--- src/rtl/antirrebote_repeticion.sv ---
// Purpose : debounce a bouncing active-low push button and emit step pulses with auto-repeat.
// Latency : press/release seen DEBOUNCE_CYCLES+2 cycles after a clean key_n edge; outputs registered.
// Backpr. : none; pulse is a fire-and-forget one-cycle strobe, never high two cycles in a row.
//
// Ports:
//   CLOCK_50  in   sole clock, rising edge
//   reset     in   synchronous, active-high
//   key_n     in   raw button, active-low, asynchronous, bouncing
//   pressed   out  debounced level, active-high
//   pulse     out  one-cycle step strobe (first press, then auto-repeat while held)
//   repeating out  high while in auto-repeat
module antirrebote_repeticion #(
  parameter int DEBOUNCE_CYCLES = 1_000_000,
  parameter int HOLD_CYCLES     = 25_000_000,
  parameter int REPEAT_CYCLES   = 5_000_000
) (
  input  logic CLOCK_50,
  input  logic reset,
  input  logic key_n,
  output logic pressed,
  output logic pulse,
  output logic repeating
);

  localparam int CNT_W   = $clog2(DEBOUNCE_CYCLES);
  localparam int TMR_MAX = (HOLD_CYCLES > REPEAT_CYCLES) ? HOLD_CYCLES : REPEAT_CYCLES;
  localparam int TMR_W   = $clog2(TMR_MAX);

  localparam logic [CNT_W-1:0] CNT_LAST  = CNT_W'(DEBOUNCE_CYCLES - 1);
  localparam logic [TMR_W-1:0] HOLD_LAST = TMR_W'(HOLD_CYCLES - 1);
  localparam logic [TMR_W-1:0] REP_LAST  = TMR_W'(REPEAT_CYCLES - 1);

  typedef enum logic [1:0] {
    ST_IDLE,
    ST_HOLD,
    ST_REPEAT
  } state_t;

  // Synchronizer
  logic sync1_q, sync2_q;

  // Debouncer (db_n_q is the debounced level, active-low like the key)
  logic             db_n_q, db_n_d;
  logic [CNT_W-1:0] cnt_q, cnt_d;
  logic             rise, fall;

  // Pulse FSM
  state_t           state_q, state_d;
  logic [TMR_W-1:0] tmr_q, tmr_d;
  logic             pulse_q, pulse_d;
  logic             rep_q, rep_d;

  always_ff @(posedge CLOCK_50) begin
    if (reset) begin
      sync1_q <= 1'b1;
      sync2_q <= 1'b1;
    end else begin
      sync1_q <= key_n;
      sync2_q <= sync1_q;
    end
  end

  // The count only advances while the synchronized key disagrees with the
  // debounced level, so any one-cycle agreement restarts it from zero.
  // rise/fall are the flip events themselves; the FSM reacts to them on the
  // same edge the level register updates, keeping pulse aligned with pressed.
  always_comb begin
    db_n_d = db_n_q;
    cnt_d  = '0;
    rise   = 1'b0;
    fall   = 1'b0;
    if (sync2_q != db_n_q) begin
      if (cnt_q == CNT_LAST) begin
        db_n_d = sync2_q;
        rise   = ~sync2_q;
        fall   = sync2_q;
      end else begin
        cnt_d = cnt_q + CNT_W'(1);
      end
    end
  end

  always_ff @(posedge CLOCK_50) begin
    if (reset) begin
      db_n_q <= 1'b1;
      cnt_q  <= '0;
    end else begin
      db_n_q <= db_n_d;
      cnt_q  <= cnt_d;
    end
  end

  // Release takes priority over everything, including a timer expiry on the
  // same edge, so a release never produces a step.
  always_comb begin
    state_d = state_q;
    tmr_d   = tmr_q;
    pulse_d = 1'b0;
    rep_d   = rep_q;
    if (fall) begin
      state_d = ST_IDLE;
      tmr_d   = '0;
      rep_d   = 1'b0;
    end else begin
      unique case (state_q)
        ST_IDLE: begin
          if (rise) begin
            pulse_d = 1'b1;
            tmr_d   = '0;
            state_d = ST_HOLD;
          end
        end
        ST_HOLD: begin
          if (tmr_q == HOLD_LAST) begin
            pulse_d = 1'b1;
            tmr_d   = '0;
            state_d = ST_REPEAT;
            rep_d   = 1'b1;
          end else begin
            tmr_d = tmr_q + TMR_W'(1);
          end
        end
        ST_REPEAT: begin
          if (tmr_q == REP_LAST) begin
            pulse_d = 1'b1;
            tmr_d   = '0;
          end else begin
            tmr_d = tmr_q + TMR_W'(1);
          end
        end
        default: begin
          state_d = ST_IDLE;
          tmr_d   = '0;
          rep_d   = 1'b0;
        end
      endcase
    end
  end

  always_ff @(posedge CLOCK_50) begin
    if (reset) begin
      state_q <= ST_IDLE;
      tmr_q   <= '0;
      pulse_q <= 1'b0;
      rep_q   <= 1'b0;
    end else begin
      state_q <= state_d;
      tmr_q   <= tmr_d;
      pulse_q <= pulse_d;
      rep_q   <= rep_d;
    end
  end

  assign pressed   = ~db_n_q;
  assign pulse     = pulse_q;
  assign repeating = rep_q;

endmodule

--- config.mk ---
export PLATFORM = sky130hd
export DESIGN_NAME = antirrebote_repeticion
export DESIGN_NICKNAME = d
export VERILOG_FILES = /design/src/rtl/antirrebote_repeticion.sv
export SDC_FILE = /design/constraint.sdc
export NUM_CORES = 1
export LEC_CHECK = 0
export ABC_AREA = 1
export BUFFER_PORTS_ARGS = -buffer_cell sky130_fd_sc_hd__buf_2
export CORE_AREA = 2 2 79 81
export DETAILED_ROUTE_END_ITERATION = 10
export DIE_AREA = 0 0 81 83
export MAX_ROUTING_LAYER = met4
export PLACE_DENSITY_LB_ADDON = 0.08
export SLEW_MARGIN = 25
export SYNTH_ARGS = -nofsm -noshare
export SYNTH_HDL_FRONTEND = slang
export SYNTH_SLANG_ARGS = --single-unit
--- constraint.sdc ---
create_clock -name CLOCK_50 -period 1.6 [get_ports CLOCK_50]
set_clock_uncertainty 0.1 [all_clocks]
set_input_delay 0.24 -clock CLOCK_50 [delete_from_list [all_inputs] [get_ports CLOCK_50]]
set_output_delay 0.24 -clock CLOCK_50 [all_outputs]
set_load 0.01 [all_outputs]
* Word level (Yosys, flattened, before mapping)
Cells that the tools add are included.
** Storage, ports and cells
- Bits of input ports :: 3
- Bits in registers :: 52
- Output and inout bits :: 3
** Operators by class
- Add/subtract/negate cells :: 2
- Reductions and logical operators :: 7
- Bitwise operators :: 5
- Equality and inequality tests :: 8
- Multiplexer cells :: 17
** Operators with widths (count)
- two-way mux 25 bit :: 3
- case mux 25 bit (3 select lines) :: 1
- adder 25 x 1 -> 25 bit, second input constant :: 1
- == test 25 x 23 -> 1 bit, second input constant :: 1
- == test 25 bit, second input constant :: 1
- adder 20 x 1 -> 20 bit, second input constant :: 1
- == test 20 bit, second input constant :: 1
- two-way mux 1 bit :: 8
- case mux 2 bit (3 select lines) :: 1
- inverter 1 bit :: 5
- two-way mux 2 bit :: 2
- != test 2 bit, second input constant :: 2
- AND reduction 2 bit :: 2
- OR reduction 2 bit :: 2
- case mux 1 bit (3 select lines) :: 1
- AND reduction 3 bit :: 1
- OR reduction 3 bit :: 1
- == test 2 x 1 -> 1 bit, second input constant :: 1
- == test 2 bit, second input constant :: 1
- zero test 2 bit :: 1
- case mux 1 bit (2 select lines) :: 1
- != test 1 bit :: 1

* Logic depth before layout (Yosys ltp)
Gate-level depths: netlist (run 1).
- Depth after elaboration :: 5
- Gate-level depth with buffers :: 13
- Mapped depth without buffers :: 12

* Worst setup path after synthesis (run 1)
Ideal clock, no wire load.
- Path type :: reg2reg
- From :: reg cnt_q[0]
- To :: reg tmr_q[16]
- Setup slack :: -0.156 ns
- Path buffers :: 1
- Arrival time :: 1.539 ns
- Stages on the path, launching flop included :: 12
- Data required time :: 1.383 ns
- Clock period less this slack :: 1.756 ns
- Path through :: dfxtp_1 > ha_1 > nand3_2 > inv_2 > nand2_4 > nor2_4 > nand3_4 > nand2_4 > buf_6 > nand3_1 > o21ai_0 > nor2_1
** On the way
- Word-level cells in the longest chain between the ends :: 4
- Elaborated cells between the ends (all ways) :: 7
** RTL lines
- start: declaration :: RTL line 44 : logic [CNT_W-1:0] cnt_q, cnt_d;
- start signal: assignment :: RTL line 89 : cnt_q <= cnt_d;
- == test 20 bit (*) :: RTL line 73 : if (cnt_q == CNT_LAST) begin
- two-way mux 1 bit :: RTL line 73
- two-way mux 1 bit :: RTL line 72 : if (sync2_q != db_n_q) begin
- != test 2 bit (no line) or OR reduction 2 bit (tied branches)
- end signal: assignment :: RTL line 148 : tmr_q <= tmr_d;
- end: declaration :: RTL line 49 : logic [TMR_W-1:0] tmr_q, tmr_d;
Every way passes the cells marked *; elsewhere a longest branch is shown, timed or not.
A chain may end at the register's enable or synchronous reset.

* Worst setup path in the final report (run 1)
- From :: reg cnt_q[0]
- To :: reg tmr_q[8]
The elaborated chain is that of the path after synthesis.

==> results of run 1 <==
## worst reg2reg max path: stages (launching register included)
cell and delay (ns):
dfxtp_2 0.36, ha_4 0.15, nand3_4 0.09, inv_4 0.07
nand2_4 0.06, nor2_4 0.14, nand3_4 0.11, nand2_8 0.14
clkbuf_16 0.17, nand2_4 0.04, xor2_1 0.16, nor2_1 0.07
## placed cells by master (no fill, tap or decap), types with 14 or more instances in the layout
| master | instances |
|---|---|
| xor2_1 | 16 |
| dfxtp_2 | 14 |
| nand2_2 | 19 |
| a21oi_1 | 16 |
| nand2_1 | 104 |
| nand3_1 | 25 |
| inv_1 | 51 |
| dfxtp_1 | 37 |
| nor2_1 | 75 |
| buf_4 | 70 |
## flip-flops by register name, indices dropped and copies added, names as in the netlist
register   cells
db_n_q         1
repeating      1
sync2_q        1
sync1_q        1
cnt_q         20
pulse          1
tmr_q         25
state_q        2
## routing by layer
layer	vias up	track usage (%)	share of wire (%)
li1	1647	-	-
met1	1501	26.9	40
met2	62	44.2	53
met3	27	4.13	3.1
met4	0	6.78	3.4
met5	-	-	0
## cell families (layout without fill, tap and decap cells)
group | after synthesis | in the layout | synth area share [%]
xor+xnor | 20 | 20 | 5.55
compound gates | 30 | 30 | 5.79
flops | 52 | 52 | 33.0
fa+ha+maj | 6 | 6 | 2.38
simple gates | 296 | 297 | 43.4
buf+inv | 67 | 151 | 9.84
## final cells by class
cell class / count / share of cell area (%)
Multi-Input combinational cell: 353 / 48.9
Sequential cell: 52 / 24.7
Timing Repair Buffer: 84 / 16.4
Inverter: 59 / 5.37
Tap cell: 75 / 2.18
Clock buffer: 6 / 1.68
Clock inverter: 2 / 0.813
## synth_stat cells, types with 4 or more instances
cell type    n
nand4_1      8
nor2_2       6
nand2_2      7
nand3_2      5
nand2_1    121
nand3_1     31
a21oi_1     20
dfxtp_1     52
nand2_4      5
xor2_1      17
inv_1       56
nor3_1       8
or2_2        4
nor2_1      86
ha_1         6
## path summary, 6_finish.rpt
path	startpoint	endpoint	depth (start not counted)
hold reg to reg	sync1_q	sync2_q	1
setup / recovery	cnt_q[0]	tmr_q[8]	11
setup reg to reg	cnt_q[0]	tmr_q[8]	11
hold / removal	key_n	sync1_q	2
## per-stage QoR
| step | cells | TNS, ns | hold WS (ns) | total power, mW | worst slack [ns] |
|---|---|---|---|---|---|
| finish | 631 | -2.49 | 0.0101 | 2.50 | -0.166 |
| global route | 631 | -7.22 | 0.00480 | 2.59 | -0.260 |
| CTS | 627 | -2.20 | 0.00612 | 2.47 | -0.0938 |
| detailed placement | 612 | -3.90 | 0.297 | 1.53 | -0.161 |
| global placement | 612 | -2.73 | 0.293 | 1.53 | -0.144 |
| floorplan | 471 | -1.71 | 0.241 | 1.49 | -0.0815 |
## timing repair
| action | in CTS | in global routing |
|---|---|---|
| pin swaps | 8 | 31 |
| setup endpoints to repair | 49 | 49 |
| hold buffers | 0 | 0 |
| setup buffers | 6 | 2 |
| cloned | 1 | 2 |
| gates resized for setup | 28 | 59 |
## power by group through the flow
stage	combinational, mW	clock (mW)	sequential (mW)
2_1_floorplan	0.147	0	1.34
3_3_place_gp	0.192	0	1.34
3_5_place_dp	0.194	0	1.34
4_1_cts	0.239	0.917	1.31
5_1_grt	0.310	0.968	1.31
6_report	0.292	0.901	1.31
==> results.md, run 1 <==
- Total GRT Usage: around 24%
- Async SR Flop Fraction: 0%
- Leakage Power: 1.76 nW
- Die H: slightly above 80 um
- Minimum setup slack among reg-to-reg paths: -0.17 ns
- Syn nets: 480
- Clk pwr share: a little over a third
- Area of the die: slightly below 0.007 mm^2
- Minimum clock period: about 1.8 ns
- # rows: 28
- GRT overflow: 0
- Final antenna-violating net count: 0
- Crit-path max cell delay: about 0.36 ns
- Worst-path cell chain: ha_4 > nand3_4 > inv_4 > nand2_4 > nor2_4 > nand3_4 > nand2_8 > clkbuf_16 > nand2_4 > xor2_1 > nor2_1
- Skew-Pair Late Insertion Delay: ~0.3 ns
- Worst setup SP type: register
- CP Data Arrival Time: roughly 1.9 ns
- Vias in the first global route: approximately 3000
- Clock buffer depth: 2
- IO buf count: 5
- Worst VDD drop: roughly 0.36 mV
- Slew Viols, Final: 0
- CP endpoint kind: register
- Largest net degree at the start of global routing: 21
- Hold Vio Cnt, Final: 0
- Net Sw Frac: between 20% and 30%
- Synth-to-layout area growth: 36.6%
- GP Congestion: 0.961
- Initial antenna violation count: 0
- DR pass1 iterations: 4
- Core ar.: ~0.0058 mm^2
- Synth Register Bits: 52
- Post-layout util: around three quarters
- Clock transition at path regs: 0.10 ns
- Layout cells sized above 1: between 30% and 40%
- Final Cell Area: ~0.0043 mm^2
- Mapped Cells: around 470
- Failing checks: negative setup slack
- Worst Hold Class: input port to register
- Sequential element share of the synthesized area: between 30% and 40%
- Mapped Area: 0.00315 mm^2
- Relative slew slack: between 70 and 80%
- RSZ-0062 raised after global routing: true
- Critical setup path kind: register to register
- Predominant post-synthesis flop cell: dfxtp_1
- Synthesized area per cell: 6.70 um^2
- Net Sw Power: around 0.61 mW
- CTS H-tree depth: 2
- Post-route DRC: 0
- CP Max Fanout: 5
- Ranking of synthesized cells by area: dfxtp_1, nand2_1, nor2_1
- Via count of the routed design: ~3200
- Combinational share of power: a little under an eighth
- CTS tree: built
- Clock sinks: 52
- Routed len/inst: ~13 um
- Power per Cell Area: slightly below 600 mW/mm^2
- Vias/cell: just over 5
- Count of nets after finishing: roughly 560
- Placed cell area: about 0.0038 mm^2
- Internal power: around 1.9 mW
- I/O pins: 6
- Synth unique cells: 36
- Seq. cell area: 0.00106 mm^2
- Period Utilization, post-route: 110%
- Yosys top cell by area: dfxtp_1
- Reg power frac: between 50% and 60%
- Root Buffer: clkbuf_8
- Initial Utilization: approximately 54%
- Yosys warns: 0
- FMAX: about 0.57 GHz
- EDFF count, synth: 0
- Worst Setup Slack, final: -0.166 ns
- Outcome: complete, but fails checks
- First-pass GRT wire length: about 13000 um
- Multi-input gate area: between 0.002 and 0.0025 mm^2
- Final wirelength: roughly 8000 um
- Diodes inserted: 0
- TritonCTS buffer count: 5
- CP delay by family, top: simple AND/OR/NAND/NOR gates
- Die width: about 81 um
- Max-capacitance violation count: 0
- Post-synth top area share: roughly a third
- HPWL after DPL: about 5600 um
- DRT iter0 DRCs: ~160
- CP max-delay cell: dfxtp_2
- Fillers: about 450
- Final setup fails: 35
- Crit path required time: approximately 1.7 ns
- Bufs and invs on worst path: 2
- Worst slew pin tran: 0.376 ns
Note: power is estimated with default switching activity, not from simulation.
==> inputs of run 2 (changes only) <==
- CORE_AREA: 2 2 79 81 -> 2 2 91 93
- DIE_AREA: 0 0 81 83 -> 0 0 93 95
==> run 2 against run 1 <==
Global-route usage shrank 3.9 points; sequential power is essentially flat; the flow still finishes with violations (negative setup slack); routed wire length grew 5.7%; combinational power grew 3%; via count grew 0.25%; largest cell class unchanged; non-clock buffer count grew 15; worst setup slack gained 0.046 ns; clock power grew 2%; register-to-register slack gained 0.05 ns; critical path depth grew 1.
==> results.md, run 2 (synthesis gave the netlist of run 1 again) <==
- Failing checks: negative setup slack (unchanged)
- Leakage Power: 1.84 nW (was 1.76 nW)
- Die H: 95 um (was 83 um)
- FMAX: 0.581 GHz (was 0.566 GHz)
- Critical setup path kind: register to register (unchanged)
- Reg2reg end: tmr_q[8] (unchanged)
- Die width: 93 um (was 81 um)
- Setup crit end: tmr_q[8] (unchanged)
- Clock buffer depth: 2 (unchanged)
- Worst Setup Slack, final: -0.120 ns (was -0.166 ns)
- GP Congestion: 0.840 (was 0.961)
- Worst VDD drop: 0.475 mV (was 0.362 mV)
- Worst slew pin tran: 0.352 ns (was 0.376 ns)
- Power per Cell Area: 558 mW/mm^2 (was 580 mW/mm^2)
- Clock sinks: 52 (unchanged)
- Total GRT Usage: 20.5% (was 24.4%)
- TritonCTS buffer count: 5 (unchanged)
- Hold Vio Cnt, Final: 0 (unchanged)
- Worst setup path startpoint: tmr_q[0] (was cnt_q[0])
- Diodes inserted: 0 (unchanged)
- Final setup fails: 48 (was 35)
- Crit path required time: 1.71 ns (was 1.70 ns)
- Core ar.: 0.00793 mm^2 (was 0.00582 mm^2)
- Seq. cell area: 0.00105 mm^2 (was 0.00106 mm^2)
- Most frequent cells in the layout: nand2_1, buf_4, nor2_1 (was nand2_1, nor2_1, buf_4)
- Largest net degree at the start of global routing: 16 (was 21)
- First-pass GRT wire length: 14000 um (was 13000 um)
- Max-capacitance violation count: 0 (unchanged)
- Via count of the routed design: 3245 (was 3237)
- DRT iter0 DRCs: 146 (was 161)
- RSZ-0062 raised after global routing: true (unchanged)
- Synth-to-layout area growth: 43.6% (was 36.6%)
- Vias/cell: 4.80 (was 5.13)
- Slew Viols, Final: 0 (unchanged)
- Final wirelength: 8690 um (was 8220 um)
- Initial antenna violation count: 0 (unchanged)
- FF-to-FF Start: tmr_q[0] (was cnt_q[0])
- Setup TNS: -3.10 ns (was -2.49 ns)
- CTS H-tree depth: 2 (unchanged)
- Clock transition at path regs: 0.10 ns (about the same)
- Initial Utilization: 39.8% (was 54.2%)
- GRT overflow: 0 (unchanged)
- Vias in the first global route: 3098 (was 3016)
- Relative slew slack: 76.3% (was 74.7%)
- I/O pins: 6 (unchanged)
- Layout cells sized above 1: 39.2% (was 35.6%)
- Worst setup SP type: register (unchanged)
- Minimum setup slack among reg-to-reg paths: -0.12 ns (was -0.17 ns)
- CP endpoint kind: register (unchanged)
- Outcome: complete, but fails checks (unchanged)
- CP Data Arrival Time: 1.83 ns (was 1.87 ns)
- Skew-Pair Late Insertion Delay: 0.31 ns (was 0.30 ns)
- Largest regs: tmr_q x25, cnt_q x20, state_q x2 (unchanged)
- CP Max Fanout: 7 (was 5)
- Hold slack final: 0.111 ns (was 0.0101 ns)
- Multi-input gate area: 0.00216 mm^2 (was 0.00211 mm^2)
- Count of nets after finishing: 579 (was 564)
- Post-route DRC: 0 (unchanged)
- DR pass1 iterations: 5 (was 4)
- Period Utilization, post-route: 108% (was 110%)
- Most common cell after layout, fill and taps aside: nand2_1 (unchanged)
- Worst Reg-to-Reg Cells: 12 (was 11)
- Worst Hold Class: input port to register (unchanged)
- CTS tree: built (unchanged)
- Largest Register: tmr_q (unchanged)
- HPWL after DPL: 5910 um (was 5590 um)
- Pre-CTS WS: -0.152 ns (was -0.161 ns)
- Root Buffer: clkbuf_8 (unchanged)
- Routed len/inst: 12.9 um (was 13.0 um)
- Number of flip-flops in the largest register: 25 (unchanged)
- Final antenna-violating net count: 0 (unchanged)
- Minimum clock period: 1.72 ns (was 1.77 ns)
- Area of the die: 0.00884 mm^2 (was 0.00672 mm^2)
- # rows: 33 (was 28)
- Fillers: 785 (was 453)
- IO buf count: 5 (unchanged)
run 2: changes by cell type in the layout (fill, tap and decap cells not counted), moves of 3 or more:
cell,previous run,this run
a21oi_1,16,12
a21oi_2,6,10
buf_4,70,83
dfxtp_1,37,41
dfxtp_2,14,11
nand2_1,104,107
nand3_1,25,19
nand3_2,8,15
nor2_1,75,71
nor2_2,12,17
nor3b_2,1,4
run 2: worst max-delay path, stage by stage (launching register included):
cell	delay, ns
dfxtp_2	0.37
ha_4	0.15
nand3_4	0.10
nor2_4	0.15
nand2_2	0.09
nor2_4	0.11
nand2_4	0.07
nand2_4	0.08
nand2_4	0.07
nand2_4	0.09
nand2_8	0.08
nand2_8	0.10
nor2_1	0.05
run 2: area by class of cell:
| cell class | count | area share [%] |
|---|---|---|
| multi-input combinational | 353 | 47.7 |
| sequential | 52 | 23.3 |
| timing repair buffer | 99 | 18.8 |
| inverter | 59 | 4.94 |
| tap | 105 | 2.90 |
| clock buffer | 6 | 1.60 |
| clock inverter | 2 | 0.773 |
run 2: power breakdown:
part           total [mW]  internal [mW]  switching, mW  leakage, nW
Sequential           1.31           1.30        0.00680        0.425
Combinational       0.301          0.128          0.173         1.36
Clock               0.919          0.466          0.454       0.0552
Total                2.53           1.90          0.634         1.84
run 2: worst min-delay path by stage:
| stage | from | slack (ns) | end | cells after the start |
|---|---|---|---|---|
| 6_report | reset | 0.11 | sync2_q | 2 |
| 5_1_grt | reset | 0.11 | sync2_q | 2 |
| 4_1_cts | reset | 0.10 | sync2_q | 2 |
| 3_5_place_dp | sync1_q | 0.30 | sync2_q | 1 |
| 3_3_place_gp | sync1_q | 0.29 | sync2_q | 1 |
| 2_1_floorplan | reset | 0.24 | db_n_q | 2 |
run 2: per-stage QoR:
stage	std cells	utilization, %	instance area [um^2]	power, mW
CTS	672	54.4	4310	2.51
finish	676	57.1	4530	2.53
global placement	652	49.0	3890	1.53
global route	676	57.1	4530	2.62
floorplan	471	-	3190	1.49
detailed placement	652	49.0	3890	1.53
run 2: routing by layer:
metal | wire, um | global-route usage (%) | up-vias
met5 | 0 | - | -
met4 | 227 | 6.74 | 0
met3 | 189 | 2.95 | 23
met2 | 4510 | 37.9 | 56
met1 | 3760 | 22.6 | 1495
li1 | - | - | 1671
run 2: repair_timing:
| item | CTS | global route |
|---|---|---|
| cloned | 4 | 1 |
| hold endpoints to repair | 1 | 0 |
| pin swaps | 12 | 29 |
| setup buffers | 7 | 3 |
| hold buffers | 1 | 0 |
| setup endpoints to repair | 49 | 49 |
| gates resized for setup | 43 | 50 |
